--- src/rtl/multi_mode_game_counter_v2.sv ---
// ---------------------------------------------------------------------------
// multi_mode_game_counter_v2
//
// Purpose:
//   Up/down counter game with a run-time step. Arriving at MAX through
//   counting is a "winner" event and arriving at 0 is a "loser" event. Each
//   event type has its own tally. When either tally reaches TMAX the block
//   spends one OVER cycle with gameover/who asserted and the final count and
//   tallies still visible. It then restarts at 0 (counting up) or MAX
//   (counting down).
//
// Ports:
//   clk          in   rising-edge clock
//   rst          in   synchronous active-high reset
//   en           in   advance count by step
//   dir          in   0 = up, 1 = down
//   step         in   step size, 0 = hold
//   init         in   load init_value (takes priority over en)
//   init_value   in   value to load
//   count        out  registered count
//   winner       out  count == MAX
//   loser        out  count == 0
//   winner_tally out  entries into MAX this game
//   loser_tally  out  entries into 0 this game
//   gameover     out  one-cycle game-finished pulse (registered)
//   who          out  2'b10 winner filled, 2'b01 loser filled, else 2'b00
//
// STEP_WIDTH is assumed to be no larger than WIDTH.
// ---------------------------------------------------------------------------
module multi_mode_game_counter_v2 #(
    parameter int WIDTH       = 4,
    parameter int TALLY_WIDTH = 2,
    parameter int STEP_WIDTH  = 2
) (
    input  logic                   clk,
    input  logic                   rst,
    input  logic                   en,
    input  logic                   dir,
    input  logic [STEP_WIDTH-1:0]  step,
    input  logic                   init,
    input  logic [WIDTH-1:0]       init_value,
    output logic [WIDTH-1:0]       count,
    output logic                   winner,
    output logic                   loser,
    output logic [TALLY_WIDTH-1:0] winner_tally,
    output logic [TALLY_WIDTH-1:0] loser_tally,
    output logic                   gameover,
    output logic [1:0]             who
);

    typedef enum logic {RUN, OVER} state_t;

    localparam logic [WIDTH-1:0]       MAX     = '1;
    localparam logic [WIDTH:0]         MAX_EXT = {1'b0, MAX};
    // Tally value one below TMAX: the increment from here ends the game.
    localparam logic [TALLY_WIDTH-1:0] TLAST   = TALLY_WIDTH'((1 << TALLY_WIDTH) - 2);
    localparam logic [1:0]             WHO_WIN  = 2'b10;
    localparam logic [1:0]             WHO_LOSE = 2'b01;

    state_t           state;
    logic [WIDTH:0]   count_ext;
    logic [WIDTH:0]   step_ext;
    logic [WIDTH:0]   sum;
    logic [WIDTH:0]   diff;
    logic [WIDTH-1:0] step_next;
    logic             hit_max;
    logic             hit_zero;

    // Arithmetic is done one bit wider so that overflow is caught by the
    // clamp compare and does not wrap silently.
    assign count_ext = {1'b0, count};
    assign step_ext  = (WIDTH+1)'(step);
    assign sum       = count_ext + step_ext;
    assign diff      = count_ext - step_ext;

    always_comb begin
        step_next = count;
        if (step_ext != '0) begin
            if (!dir) begin
                if (count == MAX)          step_next = '0;
                else if (sum > MAX_EXT)    step_next = MAX;
                else                       step_next = sum[WIDTH-1:0];
            end else begin
                if (count == '0)           step_next = MAX;
                else if (count_ext < step_ext) step_next = '0;
                else                       step_next = diff[WIDTH-1:0];
            end
        end
    end

    // An event is only counted when the value actually changes into a
    // boundary, so holding at a boundary never re-counts.
    assign hit_max  = (step_next == MAX) && (count != MAX);
    assign hit_zero = (step_next == '0)  && (count != '0);

    assign winner = (count == MAX);
    assign loser  = (count == '0);

    always_ff @(posedge clk) begin
        if (rst) begin
            state        <= RUN;
            count        <= '0;
            winner_tally <= '0;
            loser_tally  <= '0;
            gameover     <= 1'b0;
            who          <= 2'b00;
        end else begin
            case (state)
                RUN: begin
                    gameover <= 1'b0;
                    who      <= 2'b00;
                    if (init) begin
                        // Loads never touch the tallies.
                        count <= init_value;
                    end else if (en) begin
                        count <= step_next;
                        if (hit_max) begin
                            winner_tally <= winner_tally + 1'b1;
                            if (winner_tally == TLAST) begin
                                state    <= OVER;
                                gameover <= 1'b1;
                                who      <= WHO_WIN;
                            end
                        end
                        if (hit_zero) begin
                            loser_tally <= loser_tally + 1'b1;
                            if (loser_tally == TLAST) begin
                                state    <= OVER;
                                gameover <= 1'b1;
                                who      <= WHO_LOSE;
                            end
                        end
                    end
                end
                OVER: begin
                    // en/init ignored; restart value depends on direction
                    // and is not a tally event.
                    state        <= RUN;
                    gameover     <= 1'b0;
                    who          <= 2'b00;
                    winner_tally <= '0;
                    loser_tally  <= '0;
                    count        <= dir ? MAX : '0;
                end
                default: begin
                    state <= RUN;
                end
            endcase
        end
    end

endmodule
--- config.mk ---
export PLATFORM = sky130hd
export DESIGN_NAME = multi_mode_game_counter_v2
export DESIGN_NICKNAME = d
export VERILOG_FILES = /design/src/rtl/multi_mode_game_counter_v2.sv
export SDC_FILE = /design/constraint.sdc
export NUM_CORES = 1
export LEC_CHECK = 0
export ABC_CLOCK_PERIOD_IN_PS = 3600
export CORE_MARGIN = 4
export CORE_UTILIZATION = 49
export DETAILED_ROUTE_END_ITERATION = 12
export PLACE_DENSITY = 0.76
export RECOVER_POWER = 100
export SETUP_SLACK_MARGIN = 0.3
export SYNTH_ARGS = -nofsm -noshare
export SYNTH_HDL_FRONTEND = slang
export SYNTH_SLANG_ARGS = --single-unit
--- constraint.sdc ---
create_clock -name clk -period 3.6 [get_ports clk]
set_input_delay 1.08 -clock clk [delete_from_list [all_inputs] [get_ports clk]]
set_output_delay 1.08 -clock clk [all_outputs]
set_load 0.02 [all_outputs]
# == Word-level counts from Yosys, hierarchy flattened ==
# Index checks and enable logic that the tools add are counted.
# totals
register_bits,11
in_bits,11
out_inout_bits,13
wordCells,62
# classes
add_sub_neg,4
n_lt_le_gt_ge,2
eq_ne,10
mux,32
n_bitwise,1
reduce_logical,8
# ops
cell,count
two-way mux 4 bit,9
two-way mux 2 bit,12
one-hot mux 2 bit (2 select lines),3
"equality test 4 bit, second input constant",2
logical NOT 4 bit,2
"inequality test 2 bit, second input constant",4
one-hot mux 4 bit (2 select lines),1
two-way mux 1 bit,6
AND reduction 3 bit,2
adder 4 x 2 -> 5 bit,1
"greater-than comparator 5 x 4 -> 1 bit, second input constant",1
nonzero test 5 bit,1
"adder 2 x 1 -> 2 bit, second input constant",2
"equality test 2 bit, second input constant",2
less-than comparator 4 x 2 -> 1 bit,1
"inequality test 4 bit, second input constant",1
nonzero test 4 bit,1
subtractor 4 x 2 -> 4 bit,1
"inequality test 3 bit, second input constant",1
logical AND 1 bit,2
one-hot mux 1 bit (2 select lines),1
inverter 1 bit,1

# == Logic depth before layout (Yosys ltp) ==
# logic_depth
word_depth,14
depth_mapped,9
ltp_nobuf,9

# == Worst setup path before layout ==
# Ideal clock, no wire load.
# synth_timing
path_type,input to register
from,in step[0]
to,reg state
setup_ns,0.067
t_arrival_ns,2.984
required_time_ns,3.533
slack_ns,0.549
cell_stages,7
path_buffers,0
cell_sequence,ha_1 fa_1 a31o_1 a221oi_2 o221ai_2 or4b_4 a21oi_2
# synth_between
elab_chain_len,14
elab_cells_between_ends,21
classes_between,add/sub (2); order compare (2); eq/ne (1); mux (12); reduce/logical (4)
# synth_lines
item,line,text
"start, declared",39,"input logic [STEP_WIDTH-1:0] step,"
adder 4 x 2 -> 5 bit,73,assign sum = count_ext + step_ext;
greater-than comparator 5 x 4 -> 1 bit,81,else if (sum > MAX_EXT) step_next = MAX;
two-way mux 4 bit,81,
two-way mux 4 bit,80,if (count == MAX) step_next = '0;
two-way mux 4 bit,79,if (!dir) begin
two-way mux 4 bit *,78,if (step_ext != '0) begin
equality test 4 bit,93,assign hit_max = (step_next == MAX) && (count != MAX);
logical AND 1 bit,93,
two-way mux 1 bit,117,if (hit_max) begin
two-way mux 1 bit,127,if (loser_tally == TLAST) begin
two-way mux 1 bit *,125,if (hit_zero) begin
two-way mux 1 bit *,115,end else if (en) begin
two-way mux 1 bit *,112,if (init) begin
one-hot mux 1 bit (2 select lines) *,108,case (state)
"end signal, assigned",120,state <= OVER;
"end signal, assigned",128,state <= OVER;
"end signal, assigned",138,state <= RUN;
"end, declared",60,state_t state;
# Mark *: on every way between the ends. The rest lies on a longest branch, timed or not.
# A chain may end at the register's enable or synchronous reset.

# == Final worst setup path ==
# layout_timing
from,in step[0]
to,reg winner_tally[1]
# layout_between
elab_chain_len,10
elab_cells_between_ends,15
classes_between,add/sub (2); order compare (2); eq/ne (2); mux (6); reduce/logical (3)
# layout_lines
item,line,text
adder 4 x 2 -> 5 bit,73,
greater-than comparator 5 x 4 -> 1 bit,81,
two-way mux 4 bit,81,
two-way mux 4 bit,80,
two-way mux 4 bit,79,
two-way mux 4 bit *,78,
equality test 4 bit *,93,
logical AND 1 bit *,93,
inequality test 2 bit (no source line) *,--,
AND reduction 3 bit (no source line) *,--,
"end signal, assigned",118,winner_tally <= winner_tally + 1'b1;
"end, declared",45,"output logic [TALLY_WIDTH-1:0] winner_tally,"
# Marked as above.

==> impl_metrics.toml <==
[drt]
wl_um = 2690
wl_per_cell_um = 15.1
vias = 1056
firstDrtPassIters = 4
viasPerCell = 5.93
ant_nets = 0
drc = 0
drt_iter0_markers = 29

[clock_tree]
cts_tree = "built"
cts_made_buffers = 3
htree_levels = 1
clkLatencyLatePin_ns = 0.27
cts_hold_buf = 0
cts_root_buf = "clkbuf_4"
cts_sinks = 11
clockBufferDepth = 2
path_clk_slew_ns = 0.07

[job]
max_cap_violations = 0

[synthesis]
synth_area_sq_um = 987
ys_warn_count = 0
synth_flop_cell = "dfxtp_1"
synth_edf_count = 0
synth_seq_cells = 11
synth-seq-area-share = 0.223
syn_area_per_cell_sq_um = 8.58
async_reset_ff_frac = 0
synthCells = 115
ys_types = 51
syn-num-nets = 134

[setup_path]
critPathKind = "in -> reg"
reg2reg_to = "winner_tally[1]$_SDFFE_PP0P_"
cp-start-kind = "primary input"
endpoint_kind = "flop"
crit_start = "step[0]"
worst-path-max-fanout = 4
worstReg2RegStart = "count[0]$_SDFFE_PP0P_"
worstPathArrival_ns = 3.50
worst_ep_required_time_ns = 3.79
rrSetupSlack_ns = 0.84
r2r_cells = 10

[pwr]
ir_worst_vdd_mv = 0.175
totalPowerFinal_w = 0.000375
power.density_nw_per_um2 = 275
p_leak_nw = 0.553

[floorplan]
pin_count = 24
chipWidth_um = 52.9
initial_core_util = 0.542
num_rows = 15
dieArea_sq_um = 2800
dieHeight_um = 52.9
core_sq_um = 1820

[timing]
rsz0062_at_grt = "no"
fmax_mhz = 302
worst_pin_slew_ns = 0.513
min_period_over_period = 0.921
finalClockSkew_ns = 0.00600
setup_viol = 0
slew_viol_final = 0
hold_violations = 0
maxSlewHeadroom = 0.657
period_needed_ns = 3.31
fin_hold_ws_ns = 0.481

[placed_design]
io_buffers = 23
dp_cells = 174
hpwl_um = 2130
place.gp.congestion = 0.884

[grt]
grt_pass1_wl_um = 4660
grt_max_degree = 16
grt_usage = 0.225
grt_pass1_vias = 1026
antenna_found_initial = 0
grt_overflow_total = 0

[layout]
drive_gt1_frac = 0.235
mostFrequentLayoutCells = "buf_4, dlygate4sd3_1, dfxtp_1"
nFillCells = 160
area_growth_syn_to_layout_pct = 38.3
regArea_sq_um = 220
mostFrequentLayoutCell = "buf_4"
stdcell_count = 178
multiInputGateArea_sq_um = 712
nets = 173
diodes = 0

[hold_path]
hold_class = "reg -> reg"
hold_path_depth = 2
hold_start = "winner_tally[0]$_SDFFE_PP0P_"
min_to = "winner_tally[0]$_SDFFE_PP0P_"

[status]
status = "finished, final reports clean"
stage by stage:
stage | setup WS (ns) | util | TNS [ns] | instance area (sq um)
2_1_floorplan | 0.549 | - | 0 | 987
3_3_place_gp | -0.0600 | 0.733 | -0.251 | 1330
3_5_place_dp | -0.168 | 0.733 | -0.860 | 1330
4_1_cts | 0.432 | 0.765 | 0 | 1390
5_1_grt | 0.157 | 0.750 | 0 | 1370
6_report | 0.285 | 0.750 | 0 | 1370
final cells by class:
cell class              instances  area share
multi-input cells              91       0.522
inverters                       9      0.0247
clock buffers                   4      0.0192
well taps                      25      0.0229
flip-flops and latches         11       0.161
repair buffers                 38       0.250
state kept, by name, summed over array words and instances (netlist names):
register      flops
count             4
loser_tally       2
state             1
who               2
winner_tally      2
report_power, final:
group	leakage [nW]	internal (W)	switching [W]
registers	0.0895	0.000126	0.00000890
logic	0.449	0.0000752	0.0000799
clock network	0.0150	0.0000429	0.0000429
synthesized netlist by cell type, drive strengths merged, types with 2 or more instances:
cell type | instances | area, sq um
a21oi | 11 | 62.6
dfxtp | 11 | 220
nor2 | 10 | 40.0
inv | 9 | 33.8
nand2 | 7 | 26.3
ha | 6 | 75.1
o21ai | 6 | 33.8
nand3 | 4 | 20.0
a221oi | 3 | 32.5
buf | 3 | 23.8
nor2b | 3 | 18.8
a2111oi | 2 | 42.5
a211o | 2 | 17.5
a211oi | 2 | 15.0
a31oi | 2 | 12.5
and4 | 2 | 20.0
fa | 2 | 40.0
nor3 | 2 | 10.0
nor3b | 2 | 20.0
nor4 | 2 | 27.5
o211ai | 2 | 15.0
o21a | 2 | 15.0
or2 | 2 | 12.5
or3 | 2 | 12.5
or4 | 2 | 15.0
or4b | 2 | 23.8
how the worst max path moves through the flow:
stage / to / slack (ns) / depth (start not counted)
final: winner_tally[1]$_SDFFE_PP0P_ / 0.29 / 10
after detailed placement: state$_SDFF_PP0_ / -0.17 / 9
after CTS: loser / 0.43 / 3
after floorplan: state$_SDFF_PP0_ / 0.55 / 7
after global routing: state$_SDFF_PP0_ / 0.16 / 8
after global placement: winner_tally[0]$_SDFFE_PP0P_ / -0.06 / 10
timing repair:
item | in CTS | in global routing
resized for setup | 10 | 1
pin swaps | 3 | 1
setup endpoints to repair | 8 | 3
buffers inserted | 0 | 0
critical path, stage by stage:
cell and delay, ns:
dlygate4sd2_1 0.28, ha_1 0.24, fa_2 0.37, buf_4 0.15
a221oi_1 0.44, nor4_4 0.09, buf_4 0.16, a2111oi_2 0.33
a31oi_1 0.14, nor3_1 0.21
metal layers:
metal	global-route usage	up-vias	wire length [um]	share of wire
met4	0.0638	0	31	0.012
met5	0	-	0	0
met1	0.281	509	1240	0.46
met2	0.382	27	1290	0.48
met3	0.0507	4	124	0.046
li1	-	516	-	-
logic make-up (layout without fill, tap and decap cells):
family                     after synthesis  in the layout  synth area share
buffers and inverters                   13             51            0.0621
AOI/OAI and AO/OA                       40             40             0.323
and+or+nand+nor                         42             42             0.265
DFF                                     11             11             0.223
adders and majority gates                8              8             0.117
muxes                                    1              1            0.0101
No activity file was read; power rests on OpenSTA's default activity.
